## src/rtl/shift_pkg.sv

```systemverilog
// Shared definitions for the iterative shift engine: direction codes,
// FSM state encoding and the default datapath width.
package shift_pkg;
  localparam int   WIDTH_DEF = 32;
  localparam logic DIR_RIGHT = 1'b0;
  localparam logic DIR_LEFT  = 1'b1;

  typedef enum logic [1:0] {
    IDLE  = 2'd0,
    SHIFT = 2'd1,
    DONE  = 2'd2
  } state_e;
endpackage

```

## src/rtl/shift_step.sv

```systemverilog
// One increment of the iterative shifter: arithmetic right or logical left
// by k bits, where k never exceeds STEP.
module shift_step
  import shift_pkg::*;
#(
  parameter int WIDTH = WIDTH_DEF,
  parameter int STEP  = 4,
  localparam int KW   = $clog2(STEP + 1)
) (
  input  logic             i_dir,
  input  logic [KW-1:0]    i_k,
  input  logic [WIDTH-1:0] i_data,
  output logic [WIDTH-1:0] o_data
);
  assign o_data = (i_dir == DIR_LEFT) ? (i_data << i_k)
                                      : $unsigned($signed(i_data) >>> i_k);
endmodule

```

## src/rtl/iter_shift_unit.sv

```systemverilog
// Multi-cycle shift engine: accepts {dir, amt, data}, shifts at most STEP
// bits per clock, and holds the result until the consumer takes it.
module iter_shift_unit
  import shift_pkg::*;
#(
  parameter int WIDTH = WIDTH_DEF,
  parameter int STEP  = 4
) (
  input  logic             clk,
  input  logic             rst_n,
  input  logic             in_valid,
  output logic             in_ready,
  input  logic             in_dir,
  input  logic [31:0]      in_amt,
  input  logic [WIDTH-1:0] in_data,
  output logic             out_valid,
  input  logic             out_ready,
  output logic [WIDTH-1:0] out_data,
  output logic             busy
);
  localparam int RW = $clog2(WIDTH + 1);
  localparam int KW = $clog2(STEP + 1);
  localparam logic [RW-1:0] W_SAT  = RW'(WIDTH);
  localparam logic [RW-1:0] STEP_R = RW'(STEP);

  state_e           r_state, w_next;
  logic             r_dir;
  logic [RW-1:0]    r_rem, w_amt;
  logic [KW-1:0]    w_k;
  logic [WIDTH-1:0] r_data, w_step;
  logic             w_accept;

  // Anything at or beyond WIDTH produces the same result as WIDTH.
  assign w_amt    = (in_amt >= 32'(WIDTH)) ? W_SAT : in_amt[RW-1:0];
  assign w_k      = (r_rem >= STEP_R) ? KW'(STEP) : r_rem[KW-1:0];
  assign w_accept = in_valid & in_ready;
  assign out_data = r_data;

  shift_step #(.WIDTH(WIDTH), .STEP(STEP)) u_step (
    .i_dir  (r_dir),
    .i_k    (w_k),
    .i_data (r_data),
    .o_data (w_step)
  );

  always_ff @(posedge clk) begin
    if (!rst_n) r_state <= IDLE;
    else        r_state <= w_next;
  end

  always_comb begin
    w_next    = r_state;
    in_ready  = 1'b0;
    out_valid = 1'b0;
    busy      = 1'b0;
    case (r_state)
      IDLE: begin
        in_ready = 1'b1;
        if (in_valid) w_next = (w_amt != '0) ? SHIFT : DONE;
      end
      SHIFT: begin
        busy = 1'b1;
        if (r_rem == RW'(w_k)) w_next = DONE;
      end
      DONE: begin
        busy      = 1'b1;
        out_valid = 1'b1;
        if (out_ready) w_next = IDLE;
      end
      default: w_next = IDLE;
    endcase
  end

  always_ff @(posedge clk) begin
    if (!rst_n) begin
      r_dir  <= DIR_RIGHT;
      r_rem  <= '0;
      r_data <= '0;
    end else if (w_accept) begin
      r_dir  <= in_dir;
      r_rem  <= w_amt;
      r_data <= in_data;
    end else if (r_state == SHIFT) begin
      r_data <= w_step;
      r_rem  <= r_rem - RW'(w_k);
    end
  end
endmodule

```

## config.mk

```make
export PLATFORM = sky130hd
export DESIGN_NAME = iter_shift_unit
export DESIGN_NICKNAME = d
export VERILOG_FILES = /design/src/rtl/shift_pkg.sv /design/src/rtl/shift_step.sv /design/src/rtl/iter_shift_unit.sv
export SDC_FILE = /design/constraint.sdc
export NUM_CORES = 1
export LEC_CHECK = 0
export BUFFER_PORTS_ARGS = -buffer_cell sky130_fd_sc_hd__buf_4
export CORE_AREA = 2 2 96 98
export CTS_CLUSTER_SIZE = 12
export DETAILED_ROUTE_END_ITERATION = 6
export DIE_AREA = 0 0 98 100
export PLACE_DENSITY = 0.75
export SYNTH_ARGS = -nofsm -noshare
export SYNTH_HDL_FRONTEND = slang
export SYNTH_SLANG_ARGS = --single-unit
```

## constraint.sdc

```tcl
create_clock -name clk -period 2.8 [get_ports clk]
set_input_delay 0.56 -clock clk [delete_from_list [all_inputs] [get_ports clk]]
set_output_delay 0.56 -clock clk [all_outputs]
set_load 0.01 [all_outputs]
```

After elaboration in Yosys (flattened, before gate mapping). Index checks and enable logic that the tools add are counted.

Shift operators: 2. Bitwise operators: 1. Multiply operators: 0. Muxes and demuxes: 15. Div/mod/pow operators: 0. $add $sub $neg: 1. $lt $le $gt $ge: 2. Reduce and logical (&&, ||, !) cells: 5. Equality and inequality tests: 6.

Operators by type and width (number): 32-bit two-way mux (3); 32-bit by 6-bit greater-or-equal comparator with 1-bit output, second input constant (1); 32-bit by 3-bit left shift with 32-bit output (1); 32-bit by 3-bit >>> shifter with 32-bit output (1); 6-bit two-way mux (3); 2-bit two-way mux (4); 6-bit by 3-bit == test with 1-bit output (1); 6-bit by 3-bit greater-or-equal comparator with 1-bit output, second input constant (1); 2-bit != test, second input constant (3); 2-bit one-hot mux with 3 select lines (1); 6-bit nonzero test (1); 6-bit by 3-bit subtractor with 6-bit output (1); 1-bit two-way mux (3); 3-bit two-way mux (1); 3-bit AND reduction (1); 2-bit by 1-bit == test with 1-bit output, second input constant (1); 2-bit == test, second input constant (1); 2-bit zero test (1); 2-bit nonzero test (1); 2-bit OR reduction (1); 1-bit bitwise AND (1).

Input bits: 69. Register bits after elaboration: 41. ROM bits: 0. Output and inout bits: 35. Latch bits: 0. Logic and storage cells: 36. Bits in writable memories: 0. Memories kept: 0.

Longest topological paths before layout. Gate-level depths: netlist (run 1).

Depth after elaboration: 6. Depth in mapped cells: 11. Depth with buffers taken out: 8.

Hierarchy. From an unflattened synthesis (run 1), not the netlist that was laid out.

Cell total of the unflattened synthesis: 520. Area total of the unflattened synthesis: 4351.7 µm².

By module, submodules not included: shift_step (area each 2188.3 µm², cells each 288, seq. area each 0.0 µm², instances 1); iter_shift_unit (area each 2163.3 µm², cells each 232, seq. area each 820.8 µm², instances 1).

Worst setup path after synthesis (run 1). No wires, ideal clock.

Path kind: reg2reg. Start point: register r_rem[1]. End point: register r_rem[2]. Arrival time: 2.248 ns. Slack: 0.437 ns. Required time: 2.685 ns. Cell stages (with the launch flop): 12. Buffers on the path: 4. Period minus slack after synthesis: 2.363 ns. Setup time: 0.115 ns. Cells stage by stage: dfxtp_1 -> clkbuf_1 -> clkbuf_1 -> clkbuf_1 -> buf_1 -> nand2_1 -> ha_1 -> nor2_1 -> nand2_1 -> a32oi_1 -> nand2_1 -> and3_1.

Word-level cells in the longest chain between the ends: 5.

Ends and longest elaborated chain: start, declared (RTL line iter_shift_unit.sv:28) `logic [RW-1:0] r_rem, w_amt;`; start signal, assigned (RTL line iter_shift_unit.sv:81) `r_rem <= w_amt;`; start signal, assigned (RTL line iter_shift_unit.sv:85) `r_rem <= r_rem - RW'(w_k);`; 6-bit by 3-bit greater-or-equal comparator with 1-bit output (RTL line iter_shift_unit.sv:35) `assign w_k = (r_rem >= STEP_R) ? KW'(STEP) : r_rem[KW-1:0];`; 3-bit two-way mux (RTL line iter_shift_unit.sv:35); 6-bit by 3-bit subtractor with 6-bit output (*) (RTL line iter_shift_unit.sv:85); 6-bit two-way mux (*) (RTL line iter_shift_unit.sv:83) `end else if (r_state == SHIFT) begin`; 6-bit two-way mux (*) (RTL line iter_shift_unit.sv:79) `end else if (w_accept) begin`.

Every way passes the cells marked *; elsewhere a longest branch is shown, timed or not. The select of a mux whose other input is x is not followed. A chain may end at the register's enable or synchronous reset.

Worst setup path after layout (run 1).
Start point: register r_state[0]. End point: register r_data[10] (netlist: out_data[10]).

Word-level cells in the longest chain between the ends: 4. Elaborated cells on any way between the ends: 6. Those cells by class: eq/ne (1); mux (2); bitwise (1); reduce/logical (2).

Ends and longest elaborated chain: start, declared (RTL line iter_shift_unit.sv:26) `state_e r_state, w_next;`; start signal, assigned (RTL line iter_shift_unit.sv:48) `else r_state <= w_next;`; 2-bit zero test (RTL line iter_shift_unit.sv:56) `case (r_state)`; 1-bit two-way mux (RTL line iter_shift_unit.sv:56); 1-bit bitwise AND (RTL line iter_shift_unit.sv:36) `assign w_accept = in_valid & in_ready;`; 32-bit two-way mux or 2-bit nonzero test (tied branches); end signal, assigned (RTL line iter_shift_unit.sv:82) `r_data <= in_data;`; end signal, assigned (RTL line iter_shift_unit.sv:84) `r_data <= w_step;`; end, declared (RTL line iter_shift_unit.sv:30) `logic [WIDTH-1:0] r_data, w_step;`.

Several ways; a longest one is shown, not always the timed one.

==> metrics.md, run 1 <==
| Metric | Value |
|---|---|
| Antenna violations before repair | 0 |
| HPWL after detailed placement | 12.4 mm |
| Non-filler cells, final | 789 |
| Worst Hold Launch | in_dir |
| Router iterations before antenna repair | 6 |
| Grt ovf | 0 |
| Vias in the first global route | 5454 |
| Final Wtd Congestion | 0.996 |
| Syn_nets | 674 |
| Crit path kind | flip-flop to flip-flop |
| Sequential area share after synthesis | 19.0% |
| CP Data Required Time | 3.04 ns |
| Maximum clock rate | 383 MHz |
| Vias per cell | 7.29 |
| Static Leakage | 2.07 nW |
| Syn_area_per_cell | 7.19 sq um |
| Initial Util | 48.6% |
| Hold-fix buffers, CTS | 0 |
| Core area | 8890 sq um |
| Setup_tns | 0 ns |
| Final wirelength | 18.3 mm |
| Final Critical Period | 2.61 ns |
| Maximum vdd drop | 0.000343 V |
| Final ANT Viol Nets | 0 |
| Resized cells post-CTS | 0 |
| Cell depth of the worst hold path | 3 |
| Max cap viols | 0 |
| Worst-Margin Slew | 1.03 ns |
| Die area | 9800 sq um |
| CP max FO | 11 |
| Share of post-route cells with drive strength above 1 | 25.5% |
| Clock latency on the worst-skew pair | 0.31 ns |
| CTS Buf Count | 5 |
| DRT iter0 DRCs | 865 |
| Footprint of the multi-input gates | 3190 sq um |
| Root Driver | clkbuf_8 |
| CTS clk-pin slew, worst paths | 0.10 ns |
| Cell Chain, Critical Path | inv_1, ha_1, and2_1, nor3_1, buf_4, a221oi_1, o31a_1, a31oi_1 |
| Mapped cell area | 4320 sq um |
| Setup Skew | 0.00915 ns |
| Final setup fails | 0 |
| Hold Fails Final Rpt | 0 |
| CTS H-Tree Depth | 2 |
| Number of synthesized flops with an enable pin | 0 |
| Number of cell rows | 35 |
| Max clock buf depth | 2 |
| Per-cell routed wire length | 23.2 microns |
| Setup bufs post-CTS | 0 |
| TritonCTS clock tree | done |
| Die height | 100 microns |
| R2R cell count | 8 |
| Port Buf Inserts | 103 |
| CP Depth | 8 |
| Worst setup SP type | flip-flop |
| Final Core Density | 60.1% |
| Placed insts | 782 |
| Status | finished, final reports clean |
| Post-synthesis async set-or-reset flop share | 0% |
| Largest stage delay, worst path | 0.85 ns |
| Total GRT Usage | 36.0% |
| Largest net degree at the start of global routing | 76 |
| Drt drc | 0 |
| First-pass GRT wire length | 28.6 mm |
| CP bufs+invs | 2 |
| P&R area growth vs syn | 23.6% |
| Inserted Diodes | 0 |
| DR vias | 5754 |
| Most used DFF post-synth | dfxtp_1 |
| Critical Path Start | r_state[0] |
| Cell count after synthesis | 601 |
| Syn. warnings | 0 |
| Min-Delay Path Class | primary input to flip-flop |
| Io pins | 104 |
| Slowest CP cell | nor3_1 |
| Tcrit/Tclk final | 93.3% |
| Total power | 0.00263 W |
| Unique masters post-synth | 71 |
| Net total in the final layout | 751 |
| RSZ-0062 raised after global routing | false |
| Slew margin rel. | 30.8% |
| Pwr/cell area | 492 nW/um^2 |
| Critical Path AT | 2.85 ns |
| # fillers | 817 |
| Chip Width | 98 microns |
| Synthesized flop and latch total | 41 |
| Max Slew Vio Count | 0 |
| Reg2reg start | r_state[0] |
| Clk sinks | 41 |
| FF/Latch Area | 822 sq um |
| Critical path endpoint category | flip-flop |
| Top Family by Delay on Critical Path | simple AND/OR/NAND/NOR gates |
[cell families after synthesis]
| logic type | share of synthesized area, % |
|---|---|
| AOI/OAI and AO/OA | 41.0 |
| adders and majority gates | 1.16 |
| buffers and inverters | 7.21 |
| DFF | 19.0 |
| muxes | 8.94 |
| other | 0.0867 |
| and+or+nand+nor | 22.6 |
[state kept, by name, summed over array words and instances (netlist names)]
| signal | cells |
|---|---|
| out_data | 32 |
| r_rem | 6 |
| r_state | 2 |
| r_dir | 1 |
[cells in the final DEF (no fill, tap or decap), types with 7 or more instances in the layout]
cell	synthesis	layout
a211o_1	11	11
a211oi_1	17	17
a21oi_1	50	50
a221o_1	10	10
a221oi_1	10	10
a31oi_1	24	24
and3_1	14	14
buf_4	3	135
dfxtp_1	41	40
inv_1	7	7
mux2_2	7	7
mux2i_1	24	24
nand2_1	59	59
nand2b_1	7	7
nand3_1	26	26
nor2_1	35	35
nor3_1	13	13
nor4_1	7	7
o21ai_0	41	41
o22ai_1	8	8
[area by class of cell]
type / count / area share [%]
well taps: 111 / 2.60
repair buffers: 138 / 20.1
clock buffers: 7 / 1.62
inverters: 8 / 0.562
flip-flops and latches: 41 / 15.4
multi-input cells: 484 / 59.7
[report_power, final]
| group | internal (W) | total [W] | switching, W |
|---|---|---|---|
| Sequential | 0.000670 | 0.000900 | 0.000230 |
| Combinational | 0.000559 | 0.00129 | 0.000728 |
| Clock | 0.000197 | 0.000440 | 0.000243 |
| Total | 0.00143 | 0.00263 | 0.00120 |
[through the flow]
step | setup slack, ns | area, sq um | hold slack [ns]
floorplan | 0.437 | 4320 | 0.454
global placement | 0.177 | 5260 | 0.468
detailed placement | 0.154 | 5260 | 0.487
CTS | 0.258 | 5340 | 0.487
global route | 0.0281 | 5340 | 0.494
finish | 0.186 | 5340 | 0.483
[cells in the mapped netlist, drive strengths merged, types with 6 or more instances]
| master | number | area [sq um] |
|---|---|---|
| a211o | 11 | 96.3 |
| a211oi | 17 | 128 |
| a21boi | 6 | 45.1 |
| a21o | 6 | 45.0 |
| a21oi | 51 | 259 |
| a221o | 10 | 100 |
| a221oi | 10 | 87.6 |
| a31oi | 24 | 150 |
| and3 | 14 | 87.6 |
| buf | 17 | 90.1 |
| clkbuf | 51 | 191 |
| dfxtp | 41 | 821 |
| inv | 7 | 26.3 |
| mux2 | 7 | 78.8 |
| mux2i | 24 | 240 |
| nand2 | 59 | 221 |
| nand2b | 7 | 43.8 |
| nand3 | 26 | 130 |
| nor2 | 38 | 160 |
| nor2b | 6 | 37.5 |
| nor3 | 14 | 81.3 |
| nor4 | 8 | 65.1 |
| o211ai | 6 | 45.0 |
| o21ai | 42 | 210 |
| o22ai | 8 | 50.1 |
| o311ai | 8 | 70.1 |
[layer usage]
layer,global-route usage [%],vias up,routed length (microns)
li1,-,2501,-
met1,48.3,2648,6930
met2,57.1,525,8290
met3,5.71,80,2360
met4,16.3,0,758
met5,0,-,0
[worst paths after layout]
check	end	slack [ns]
worst max-delay path	out_data[10]	0.19
worst min register to register	r_state[0]	0.50
worst min-delay path	r_dir	0.48
worst max register to register	out_data[10]	0.19
[worst min-delay path: stages]
cell and delay (ns):
buf_4 0.08, a21oi_1 0.05, nor2_1 0.07
No activity file was read; power rests on OpenSTA's default activity.
==> run 2, diff against run 1 <==
- CORE_AREA: 2 2 96 98 -> 2 2 97 99
- DIE_AREA: 0 0 98 100 -> 0 0 99 101
- PLACE_DENSITY: 0.75 -> 0.74
- SYNTH_HIERARCHICAL: default -> 1
==> run 2 against run 1 <==
Compared with the run above: routed wire length shrank 25%; power rose by 96%; global-route usage decreased by 9.3 points; synthesized cell count down 13%; clock power decreased by 8.9%; largest power group unchanged; worst hold slack better by 0.0092 ns; via count shrank 19%; critical path depth grew 4; sequential share of layout area fell by 0.27 points; final area rose by 1.7%; sequential cell count unchanged.
==> metrics.md, run 2 <==
| Metric | Value |
|---|---|
| Status | finished, final reports clean |
| Die area | 10000 sq um (+2.0%) |
| FF/Latch Area | 821 sq um (-0.15%) |
| Number of synthesized flops with an enable pin | 0 (unchanged) |
| Largest family of logic cells by synthesized area | compound AO/OA/AOI/OAI gates |
| Critical path endpoint category | flip-flop |
| Crit path kind | flip-flop to flip-flop |
| Largest stage delay, worst path | 0.43 ns (-0.42 ns) |
| Clock latency on the worst-skew pair | 0.30 ns (about the same) |
| Final Critical Period | 2.69 ns (+0.0753 ns) |
| First-pass GRT wire length | 21.8 mm (-24%) |
| Largest net degree at the start of global routing | 44 (-42%) |
| Worst-Margin Slew | 0.611 ns (-0.423 ns) |
| Mapped cell area | 4350 sq um (+0.67%) |
| Syn. warnings | 6 (+6) |
| Reg2reg end | out_data[10] |
| Mux cell area share after synthesis | 27.6% (+19 points) |
| Critical Path AT | 2.94 ns (+0.09 ns) |
| Max cap viols | 0 (unchanged) |
| Dpl ws | 0.0330 ns (-0.121 ns) |
| Root Driver | clkbuf_8 |
| Unique masters post-synth | 63 (-11%) |
| R2R cell count | 12 (+4) |
| P&R area growth vs syn | 24.8% |
| Per-cell routed wire length | 19.1 microns (-18%) |
| Drt drc | 0 (unchanged) |
| Synth cell count leaders | 85 x mux2i_1, 61 x nand2_1, 41 x dfxtp_1 |
| DRT iter0 DRCs | 398 (-54%) |
| Max FFs per register | 32 (unchanged) |
| Tcrit/Tclk final | 96.0% (+2.7 points) |
| Synth Area in Adders | 1.15% (-0.0077 points) |
| Grt ovf | 0 (unchanged) |
| Hold-fix buffers, CTS | 0 (unchanged) |
| Clk sinks | 41 (unchanged) |
| Syn_area_per_cell | 8.37 sq um (+16%) |
| Post-Synth Simple-Gate Area | 15.7% (-6.9 points) |
| Io pins | 104 (unchanged) |
| Number of cell rows | 35 (unchanged) |
| CTS H-Tree Depth | 2 (unchanged) |
| Final setup fails | 0 (unchanged) |
| Setup Skew | 0.00451 ns (-0.00463 ns) |
| Maximum clock rate | 372 MHz (-2.8%) |
| Worst hold slack | 0.492 ns (+0.00917 ns) |
| FF-to-FF setup slack | 0.11 ns (-0.08 ns) |
| Post-synthesis async set-or-reset flop share | 0% (unchanged) |
| Reg2reg start | r_rem[3] |
| Inserted Diodes | 0 (unchanged) |
| CP Data Required Time | 3.05 ns (about the same) |
| Maximum vdd drop | 0.000740 V (+120%) |
| Cell Chain, Critical Path | or3_1, nor2_2, and2_4, buf_4, clkbuf_16, mux2i_1, buf_4, a2111o_1, o31ai_1, mux2i_1, nand2_1, o211a_1 |
| Router iterations before antenna repair | 5 (-1) |
| Final ANT Viol Nets | 0 (unchanged) |
| Slowest CP cell | or3_1 |
| Critical Path Start | r_rem[3] |
| Post-synth top area cell | mux2i_1 |
| Hold Fails Final Rpt | 0 (unchanged) |
| Chip Width | 99 microns (+1.0%) |
| DR vias | 4681 (-19%) |
| HPWL after detailed placement | 9.84 mm (-21%) |
| Synthesized flop and latch total | 41 (unchanged) |
| CP max FO | 17 (+6) |
| Pwr/cell area | 949 nW/um^2 (+93%) |
| Net total in the final layout | 683 (-9.1%) |
| Final wirelength | 13.8 mm (-25%) |
| Synth top area cells | mux2i_1 20%, dfxtp_1 19%, o211a_1 7.4% |
| Die height | 101 microns (+1.0%) |
| Placed insts | 711 (-9.1%) |
| Non-filler cells, final | 722 (-8.5%) |
| Static Leakage | 2.33 nW (+13%) |
| Sequential area share after synthesis | 18.9% (-0.13 points) |
| Worst setup SP type | flip-flop |
| Vias per cell | 6.48 (-11%) |
| Antenna violations before repair | 0 (unchanged) |
| Port Buf Inserts | 103 (unchanged) |
| Syn_nets | 593 (-12%) |
| Share of post-route cells with drive strength above 1 | 28.6% (+3.1 points) |
| Worst Setup EP | out_data[10] |
| Synth Area in XOR/XNOR | 0% (unchanged) |
| Compound-gate portion of the synthesized area | 29.2% (-12 points) |
| Max clock buf depth | 2 (unchanged) |
| Initial Util | 48.5% (-0.15 points) |
| Core area | 8980 sq um (+0.99%) |
| Count leader, synth | mux2i_1 |
| Footprint of the multi-input gates | 3240 sq um (+1.4%) |
| Min-Delay Path Class | primary input to flip-flop |
| Synth top area share | 19.6% (+0.56 points) |
| # fillers | 826 (+1.1%) |
| Slew margin rel. | 59.2% (+28 points) |
| TritonCTS clock tree | done |
| Most used DFF post-synth | dfxtp_1 |
| Total GRT Usage | 26.6% (-9.3 points) |
| Max Slew Vio Count | 0 (unchanged) |
| Final WS setup | 0.111 ns (-0.0753 ns) |
| Vias in the first global route | 4309 (-21%) |
| CTS clk-pin slew, worst paths | 0.09 ns (about the same) |
| Most frequent cells in the layout | 124 x buf_4, 84 x mux2i_1, 60 x nand2_1, 41 x dfxtp_1, 32 x o211a_1 |
| Final Wtd Congestion | 0.956 (-4.0%) |
| Commonest non-fill, non-tap cell in the layout | buf_4 |
| CTS Buf Count | 5 (unchanged) |
| Cell count after synthesis | 520 (-13%) |
[run 2: cell count changes after synthesis, sizes merged, moves of 16 or more]
cell / change
a31oi: -21
clkbuf: -32
o21ai: -16
nor2: -18
nand3: -20
mux2i: +61
o211a: +28
a21oi: -38
[run 2: area by class of cell]
| type | count | share of cell area, % |
|---|---|---|
| Sequential cell | 41 | 15.1 |
| Timing Repair Buffer | 132 | 20.3 |
| Clock inverter | 3 | 0.323 |
| Inverter | 13 | 0.898 |
| Multi-Input combinational cell | 417 | 59.6 |
| Tap cell | 111 | 2.56 |
| Clock buffer | 5 | 1.27 |
[run 2: how the worst min path moves through the flow]
stage	startpoint	to	cells past startpoint
after floorplan	r_dir	r_dir	2
after global placement	r_rem[0]	r_rem[0]	2
after detailed placement	r_rem[0]	r_rem[0]	2
after CTS	in_data[26]	out_data[26]	2
after global routing	in_data[20]	out_data[20]	2
final	in_data[28]	out_data[28]	2
[run 2: metrics by stage]
step	utilization [%]	TNS, ns	power (W)	instance area, sq um
floorplan	-	0	0.00348	4350
finish	60.5	0	0.00515	5430
CTS	59.6	0	0.00509	5350
global placement	58.7	0	0.00462	5270
detailed placement	58.7	0	0.00467	5270
global route	60.5	-0.000861	0.00554	5430
[run 2: timing repair]
| action | CTS | global route |
|---|---|---|
| gates resized for setup | 0 | 5 |
| endpoints found under the setup margin | 0 | 19 |
| setup buffers | 0 | 1 |
[run 2: routing by layer]
layer / track usage, % / wire [microns] / vias to the layer above
met1: 36.3 / 6030 / 2248
met4: 7.27 / 220 / 0
li1: - / - / 2167
met2: 44.7 / 6560 / 246
met3: 2.98 / 956 / 20
met5: 0 / 0 / -
[run 2: where the power goes]
part           internal (W)  leakage [nW]  switching (W)
clock network      0.000173        0.0439       0.000228
logic               0.00165          1.95        0.00188
registers          0.000800         0.339       0.000417
[run 2: cells by family after synthesis]
group | Yosys count
buffers and inverters | 62
adders and majority gates | 4
DFF | 41
muxes | 107
AOI/OAI and AO/OA | 167
other | 1
and+or+nand+nor | 138
[run 2: critical path: cells and delay by family (launching register included)]
family	cells	cell delay [ns]
AO/OA/AOI/OAI	3	0.66
buffers and inverters	3	0.53
flip-flops	1	0.36
multiplexers	2	0.23
AND/OR/NAND/NOR	4	0.86
